`config.mk`:
```
export PLATFORM = sky130hd
export DESIGN_NAME = pwm_multi
export DESIGN_NICKNAME = d
export VERILOG_FILES = /design/src/rtl/pwm_multi.sv
export SDC_FILE = /design/constraint.sdc
export NUM_CORES = 1
export LEC_CHECK = 0
export CORE_UTILIZATION = 55
export CTS_CLUSTER_DIAMETER = 80
export DETAILED_ROUTE_END_ITERATION = 10
export MAX_ROUTING_LAYER = met4
export PLACE_DENSITY = 0.78
export SLEW_MARGIN = 30
export SYNTH_ARGS = -nofsm -noshare
export SYNTH_HDL_FRONTEND = slang
export SYNTH_SLANG_ARGS = --single-unit
```
`constraint.sdc`:
```
create_clock -name clk -period 3.7 [get_ports clk]
set_input_delay 0.555 -clock clk [delete_from_list [all_inputs] [get_ports clk]]
set_output_delay 0.555 -clock clk [all_outputs]
set_load 0.02 [all_outputs]
```
`src/rtl/pwm_multi.sv`:
```
// Multi-channel PWM generator: one shared period counter feeding CHANNELS duty comparators,
// with shadow/active double-buffered registers that commit atomically at the period boundary.
module pwm_multi #(
  parameter int unsigned WIDTH    = 16,
  parameter int unsigned CHANNELS = 4,
  parameter int unsigned CENTER   = 0,
  parameter int unsigned ADDR_W   = 5
) (
  input  logic                clk,
  input  logic                reset,
  input  logic                enable,
  input  logic                wr_en,
  input  logic [ADDR_W-1:0]   wr_addr,
  input  logic [WIDTH-1:0]    wr_data,
  output logic [CHANNELS-1:0] pwm_out,
  output logic                period_tick,
  output logic                update_pending,
  output logic [WIDTH-1:0]    count_out
);

  logic [WIDTH-1:0]    shadow_period_q, shadow_period_d;
  logic [WIDTH-1:0]    active_period_q, active_period_d;
  logic [WIDTH-1:0]    shadow_duty_q [CHANNELS];
  logic [WIDTH-1:0]    shadow_duty_d [CHANNELS];
  logic [WIDTH-1:0]    active_duty_q [CHANNELS];
  logic [WIDTH-1:0]    active_duty_d [CHANNELS];
  logic [WIDTH-1:0]    count_q, count_d;
  logic                dir_up_q, dir_up_d;
  logic [CHANNELS-1:0] pwm_q, pwm_d;
  logic                tick_q, tick_d;
  logic                pending_q, pending_d;

  logic             wr_valid;
  logic             boundary;
  logic             commit;
  logic [WIDTH-1:0] top_active;
  logic [WIDTH-1:0] top_shadow;

  assign wr_valid = wr_en && (wr_addr <= ADDR_W'(CHANNELS));
  assign boundary = (count_q == '0);
  assign commit   = enable && boundary && pending_q;

  // A programmed period of 0 behaves as 1, so TOP = Pe-1 never underflows.
  assign top_active = (active_period_q == '0) ? '0 : active_period_q - WIDTH'(1);
  assign top_shadow = (shadow_period_q == '0) ? '0 : shadow_period_q - WIDTH'(1);

  always_comb begin
    shadow_period_d = shadow_period_q;
    shadow_duty_d   = shadow_duty_q;
    if (wr_en && (wr_addr == '0)) shadow_period_d = wr_data;
    for (int c = 0; c < int'(CHANNELS); c++) begin
      if (wr_en && (wr_addr == ADDR_W'(c + 1))) shadow_duty_d[c] = wr_data;
    end
  end

  always_comb begin
    active_period_d = active_period_q;
    active_duty_d   = active_duty_q;
    count_d         = count_q;
    dir_up_d        = dir_up_q;
    pending_d       = pending_q;
    if (!enable) begin
      active_period_d = shadow_period_q;
      active_duty_d   = shadow_duty_q;
      pending_d       = 1'b0;
      count_d         = (CENTER != 0) ? '0 : top_shadow;
      dir_up_d        = 1'b1;
    end else begin
      // A write landing on the commit edge wins the pending flag for the next boundary.
      if (wr_valid)    pending_d = 1'b1;
      else if (commit) pending_d = 1'b0;

      if (commit) begin
        active_period_d = shadow_period_q;
        active_duty_d   = shadow_duty_q;
        count_d         = (CENTER != 0) ? '0 : top_shadow;
        dir_up_d        = 1'b1;
      end else if (CENTER == 0) begin
        count_d = boundary ? top_active : count_q - WIDTH'(1);
      end else if (boundary) begin
        count_d  = (top_active == '0) ? '0 : WIDTH'(1);
        dir_up_d = 1'b1;
      end else if (count_q >= top_active) begin
        count_d  = count_q - WIDTH'(1);
        dir_up_d = 1'b0;
      end else begin
        count_d = dir_up_q ? count_q + WIDTH'(1) : count_q - WIDTH'(1);
      end
    end
  end

  always_comb begin
    tick_d = enable && boundary;
    for (int c = 0; c < int'(CHANNELS); c++) begin
      pwm_d[c] = enable && (count_q < active_duty_q[c]);
    end
  end

  always_ff @(posedge clk or negedge reset) begin
    if (!reset) begin
      shadow_period_q <= '0;
      active_period_q <= '0;
      for (int c = 0; c < int'(CHANNELS); c++) begin
        shadow_duty_q[c] <= '0;
        active_duty_q[c] <= '0;
      end
      count_q   <= '0;
      dir_up_q  <= 1'b1;
      pwm_q     <= '0;
      tick_q    <= 1'b0;
      pending_q <= 1'b0;
    end else begin
      shadow_period_q <= shadow_period_d;
      active_period_q <= active_period_d;
      shadow_duty_q   <= shadow_duty_d;
      active_duty_q   <= active_duty_d;
      count_q         <= count_d;
      dir_up_q        <= dir_up_d;
      pwm_q           <= pwm_d;
      tick_q          <= tick_d;
      pending_q       <= pending_d;
    end
  end

  assign pwm_out        = pwm_q;
  assign period_tick    = tick_q;
  assign update_pending = pending_q;
  assign count_out      = count_q;

endmodule
```
==> Word-level counts from Yosys, hierarchy flattened <==
Cells that the tools add are included.
{ "totals": {"reg_bits": 182, "inputBits": 25, "output_inout_bits": 22, "word_cells": 56} }
{ "op_classes": {"n_addsub": 3, "n_lt_le_gt_ge": 5, "n_eq_ne": 6, "n_mux": 12, "n_reduce_logical": 16} }
{ "ops": {"columns": ["op", "n"], "rows": [
  ["64-bit 2-to-1 mux", 2],
  ["16-bit 2-to-1 mux", 7],
  ["16-bit < comparator", 4],
  ["16-bit zero test", 3],
  ["16-bit by 1-bit subtractor with 16-bit output (second input constant)", 3],
  ["1-bit logical AND", 12],
  ["5-bit by 2-bit equality test with 1-bit output (second input constant)", 2],
  ["5-bit by 1-bit equality test with 1-bit output (second input constant)", 1],
  ["5-bit by 3-bit equality test with 1-bit output (second input constant)", 1],
  ["5-bit by 3-bit <= comparator with 1-bit output (second input constant)", 1],
  ["5-bit zero test", 1],
  ["1-bit 2-to-1 mux", 3],
  ["3-bit by 1-bit inequality test with 1-bit output (second input constant)", 1],
  ["2-bit by 1-bit inequality test with 1-bit output (second input constant)", 1]
]} }

==> Logic depth before layout (Yosys ltp) <==
{ "depth": {"depth_word": 6, "mapped_depth": 9, "ltp_nobuf": 7} }

==> Worst setup path before layout <==
OpenSTA, ideal clock, no wires.
{ "synth_path": {"kind": "register to register", "from": "reg count_q[1] (netlist: count_out[1])", "to": "reg active_period_q[15]", "setup_ns": 0.125, "arrival_ns": 2.139, "required_time_ns": 3.575, "slack_ns": 1.436, "stages_incl_launch_ff": 8, "n_path_buf": 1, "synth_period_minus_slack_ns": 2.264, "path_cell_list": "dfrtp_1 > inv_1 > ha_1 > nor3b_1 > nand2_1 > o21ai_2 > buf_4 > mux2_2"} }
{ "synth_between": {"elab_chain_len": 4} }
{ "synth_rtl": {"columns": ["element", "line_no", "text"], "rows": [
  ["start, declared", "27", "logic [WIDTH-1:0] count_q, count_d;"],
  ["start signal, assigned", "117", "count_q <= count_d;"],
  ["16-bit zero test", "40", "assign boundary = (count_q == '0);"],
  ["1-bit logical AND (2 in a row)", "41", "assign commit = enable && boundary && pending_q;"],
  ["2-bit by 1-bit inequality test with 1-bit output (no source line)", null, null],
  ["end signal, assigned", "114", "active_period_q <= active_period_d;"],
  ["end, declared", "22", "logic [WIDTH-1:0] active_period_q, active_period_d;"]
]} }
No other way between the ends.
A chain may end at the register's enable or synchronous reset.

==> Worst setup path in the final report <==
{ "layout_path": {"from": "reg count_q[3] (netlist: count_out[3])", "to": "reg count_q[12] (netlist: count_out[12])"} }
{ "layout_between": {"elab_chain_len": 5, "elab_cells_between_ends": 7, "classes_between": "add/sub: 1; mux: 3; reduce/logical: 3"} }
{ "layout_rtl": {"columns": ["element", "line_no", "text"], "rows": [
  ["parallel branches: the longest is 3 deep, another holds 16-bit by 1-bit subtractor with 16-bit output", null, null],
  ["16-bit 2-to-1 mux (*)", "73", "if (commit) begin"],
  ["16-bit 2-to-1 mux (*)", "62", "if (!enable) begin"],
  ["via count_d[12]", "27", null]
]} }
Mark *: on every way through the listed nets, which the timed path passes.

==> impl_metrics.yaml <==
critical_path:
  cp.required_ns: 4.03
  critical_path.slowest_cell: "nor4_4"
  reg2regPathDepth: 5
  r2r-start: "count_out[3]"
  startpoint_type: "flop"
  crit_type: "flop to flop"
  arrival_ns: 3.05
  r2r_slack_ns: 0.98
  path_cells: "nor4_4 > and4_1 > and2_4 > nand4b_1 > o21ai_1"
  crit_buf_inv: 0
  setup.worst_path.end_class: "flop"
  crit_family: "simple AND/OR/NAND/NOR gates"
  slowest_delay_ns: 0.57
  r2r_end: "count_out[12]"
  critPathMaxFanout: 11
grt:
  grt_pass1_vias: 6470
  antenna_found_initial: 0
  grt_max_degree: 66
  grt_overflow: 0
  grt_usage_pct: 26.47
  grt_pass1_wl_microns: 34200
clocking:
  insertion_delay_ns: 0.44
  cts_tree: "yes"
  cts_sinks: 182
  ctsHtreeMaxLevel: 4
  cts_root_buf: "clkbuf_16"
  clkTransAtPathRegs_ns: 0.07
  post_cts_buffers: 0
  hold_buffers: 0
  cts_max_path_buffers: 2
  cts_buffers: 17
  cts_resized: 0
route:
  first_iter_violations: 565
  via_per_inst: 5.865
  num_vias: 6498
  first_pass_iters: 5
  wire_per_inst_microns: 18.64
  drt_drc_violations_left: 0
  postRouteAntennaNets: 0
  drt_wl_total_microns: 20660
sta:
  timing.final.crit_share_pct: 73.45
  hold_viol_final: 0
  slew-limit-headroom_pct: 38.73
  worst_pin_slew_ns: 0.9163
  setup_tns_ns: 0
  setup_viol: 0
  rsz0062_at_grt: "false"
  timing.fmax_mhz: 368.0
  drv_slew: 0
  fin_skew_ns: 0.009332
  finalCriticalPeriod_ns: 2.718
synthesis:
  yosysSeqAreaShare_pct: 49.61
  synth_cell_types: 57
  synth-seq-cells: 182
  synth_area_sq_um: 9180
  syn_area_per_cell_sq_um: 11.03
  synth_edf_count: 0
  postSynthNetCount: 922
  synth_ff_type: "dfrtp_1"
  syn_inst: 832
  yosysWarningCount: 0
  async_flop_share_pct: 100.0
placed_design:
  dp_cells: 1076
  portBuffers: 46
  place.gp.congestion: 0.8729
  hpwl_microns: 14570
finish:
  area_delta_synth_final_pct: 14.17
  layout.nets: 969
  final_layout_size_suffix_gt1_share_pct: 17.38
  antenna_cells: 0
  layout_commonest_cell: "dfrtp_1"
  layout_common_cells: "182 x dfrtp_1, 99 x mux2_2, 77 x nand2_1"
  stdcell_count: 1108
floorplanning:
  start_util_pct: 56.96
  io_pins: 47
  die-height_microns: 131.2
  die_area_sq_um: 17210
  fp.dieW_microns: 131.2
  core_sq_um: 16120
  row_count: 46
hold_path:
  hold_class: "input port to async pin"
pwr:
  ir_worst_vdd_v: 0.0004237
  leakage_nw: 4.822
  report.power.total_mw: 6.888
  p_per_area_nw_per_um2: 657.2
run_status:
  status: "finished clean"
run:
  drv_cap: 0
==> kinds of logic after synthesis <==
family	Yosys count	synth area share, %
mux	100	12.25
fa+ha+maj	65	8.859
xor+xnor	34	3.244
simple gates	195	11.01
compound gates	154	10.25
buf+inv	102	4.770
flops	182	49.61
==> final cells by class <==
type	instances	area, sq um
Tap cell	216	270.3
Multi-Input combinational cell	548	4195
Timing Repair Buffer	59	584.3
Inverter	71	266.5
Fill cell	1246	5634
Sequential cell	182	4554
Clock buffer	20	446.7
Clock inverter	12	163.9
==> how the worst max path moves through the flow <==
stage | slack, ns | startpoint | to | cells past startpoint
after floorplan | 1.44 | count_out[1] | active_period_q[15] | 7
after global placement | 1.04 | wr_addr[4] | shadow_duty_q[62] | 6
after detailed placement | 0.98 | wr_addr[4] | shadow_duty_q[60] | 6
after CTS | 1.04 | count_out[3] | count_out[15] | 5
after global routing | 0.69 | count_out[3] | count_out[15] | 5
final | 0.98 | count_out[3] | count_out[12] | 5
==> per-stage QoR <==
step	hold slack (ns)	worst slack, ns	util [%]	area [sq um]
2_1_floorplan	0.2594	1.436	-	9180
6_report	0.1218	0.9825	65.04	10480
3_3_place_gp	0.4527	1.043	61.25	9871
5_1_grt	0.1607	0.6919	65.04	10480
4_1_cts	0.1409	1.039	65.04	10480
3_5_place_dp	0.4644	0.9756	61.25	9871
==> power breakdown <==
group          leakage, nW  switching [mW]  internal [mW]
logic                 2.18            1.12           1.01
registers             2.34           0.452           2.41
clock network        0.303           0.806           1.10
total                 4.82            2.38           4.51
==> Yosys cell counts (all sizes together) (6+ instances only) <==
cell    instances  area (sq um)
dfrtp         182          4554
mux2           99          1115
o21ai          80         404.1
nand2          78         295.3
inv            71         266.5
ha             65         813.3
nand4          21         131.4
a21oi          20         100.1
buf            20         130.1
nor2           19         71.32
xor2           19         166.4
xnor2          15         131.4
nor4           14         108.9
nor3           13         65.06
a21o           12         90.09
clkbuf         11         41.29
a32oi           8         70.07
nand3           7         35.03
o211ai          7         62.56
nand2b          6         37.54
nor2b           6         37.54
==> worst reg2reg max path, delay by kind of cell (launching register included) <==
family | cells | cell delay [ns]
compound gates | 1 | 0.37
flops | 1 | 0.56
simple gates | 4 | 1.68
==> metal layers <==
| metal | GRT usage (%) | part of all wire, % |
|---|---|---|
| met5 | - | 0 |
| met4 | 8.366 | 1.5 |
| met2 | 41.46 | 47 |
| met1 | 35.30 | 47 |
| met3 | 4.360 | 4.2 |
==> registers in the layout, indices dropped and copies added (netlist names) <==
register	flops
active_period_q	16
count_out	16
active_duty_q	64
shadow_duty_q	64
period_tick	1
shadow_period_q	16
pwm_out	4
update_pending	1
(Power assumes the default switching activity.)
==> RTL change (same settings) <==
The parameter `CENTER` goes from 0 to 1.
--- a/src/rtl/pwm_multi.sv
+++ b/src/rtl/pwm_multi.sv
@@ -5,3 +5,3 @@
   parameter int unsigned CHANNELS = 4,
-  parameter int unsigned CENTER   = 0,
+  parameter int unsigned CENTER   = 1,
   parameter int unsigned ADDR_W   = 5
Behaviour: not the same (a bounded check fails within 4 cycles, from zero or initial values and one cycle with reset low).
==> RTL change against the unedited design <==
Power rose by 15%; cell area rose by 7.8%; worst setup slack got worse by 0.77 ns; wire length rose by 3.0%; maximum frequency fell by 22%; sequential cell count rose by 1; via count rose by 5.0%; largest power group is now combinational logic; clock power fell by 5%; synthesized area rose by 6.7%.
==> RTL change: results <==
set metrics [dict create \
    dp_slack_ns 0.168 \
    hold_class "in2async" \
    synth_area_leaders "dfrtp_1 (46%), ha_1 (10%), mux2_1 (9.2%), mux2_2 (9.2%), inv_1 (2.8%)" \
    max_stage_delay_ns 0.46 \
    synth_common_cells "dfrtp_1 (182), ha_1 (81), mux2_1 (80), mux2_2 (80), inv_1 (73)" \
    synth_xor_area_frac 0.0152 \
    cpLargestDelayFamily "compound AO/OA/AOI/OAI gates" \
    wl_per_cell_um 18.5 \
    met1Wirelength_mm 9.39 \
    synth_cell_types 58 \
    grt_pass1_wl_mm 35.6 \
    synth-compound-area-share 0.0787 \
    avgSynthCellArea_um2 11.7 \
    firstDrtPassIters 4 \
    status "finished clean" \
    syn_nets 943 \
    cpMaxStageDelayCell "o41ai_2" \
    grt_max_degree 89 \
    power.leakage_nw 5.31 \
    drt-initial-drc-count 362 \
    clock_skew_ns 0.0127 \
    route.met2.wl_mm 10.3 \
    via_per_inst 5.93 \
    place.gp.congestion 0.940 \
    wl_met3_mm 1.04 \
    ys_seq_area_frac 0.468 \
    synth_adder_area_share 0.103 \
    cts_setup_buffers 0 \
    fill_cells 1349 \
    synth_mux_area_frac 0.185 \
    cts_resized 0 \
    grt_util_met3 0.0430 \
    layout-drive-gt1-share 0.188 \
    hpwl_mm 15.2 \
    grt_use_total 0.264 \
    slew_headroom 0.464 \
    p_int_mw 4.94 \
    grt_pass1_vias 7139 \
    final_nets 1019 \
    met1_usage 0.332 \
    ir_worst_vdd_v 0.000468 \
]
==> RTL change: changes by cell type in the layout (fill, tap and decap cells not counted), moves of 11 or more <==
cell / delta
mux2_2: -19
xor2_1: -12
nand2_1: -45
o21ai_0: -45
a211oi_1: +13
buf_4: +23
nor3_1: +11
mux2_1: +80
ha_1: +16
nor2_1: +17
==> RTL change: worst paths after layout <==
check	cells past startpoint	slack (ns)	from	endpoint
max	13	0.21	active_period_q[12]	count_out[6]
min	1	0.19	reset	count_out[12]
max reg2reg	13	0.21	active_period_q[12]	count_out[6]
min reg2reg	1	0.48	active_duty_q[17]	active_duty_q[17]
max in group asynchronous	2	2.67	reset	active_period_q[1]
min in group clk	1	0.48	active_duty_q[17]	active_duty_q[17]
==> RTL change: per-stage QoR <==
| step | area [µm²] | instances |
|---|---|---|
| floorplan | 9800 | 837 |
| global placement | 10700 | 1118 |
| detailed placement | 10700 | 1119 |
| CTS | 11300 | 1151 |
| global route | 11300 | 1151 |
| finish | 11300 | 1151 |
==> RTL change: kinds of logic after synthesis <==
family          Yosys count
xor+xnor                 17
flops                   183
simple gates            185
buf+inv                  99
fa+ha+maj                81
mux                     161
compound gates          111
==> RTL change: cell type report <==
cell class | count | area (µm²) | share of cell area
clock inverter | 10 | 111 | 0.00986
inverter | 73 | 274 | 0.0243
sequential | 183 | 4580 | 0.405
timing repair buffer | 83 | 777 | 0.0688
multi-input combinational | 555 | 4790 | 0.424
clock buffer | 22 | 484 | 0.0429
tap | 225 | 282 | 0.0249
==> RTL change: power groups by stage <==
stage / clock, mW / sequential, mW / combinational [mW]
after floorplan: 0 / 2.90 / 2.07
after global placement: 0 / 2.86 / 3.06
after detailed placement: 0 / 2.88 / 3.16
after CTS: 1.83 / 2.85 / 3.21
after global routing: 1.91 / 2.92 / 3.63
final: 1.81 / 2.85 / 3.25
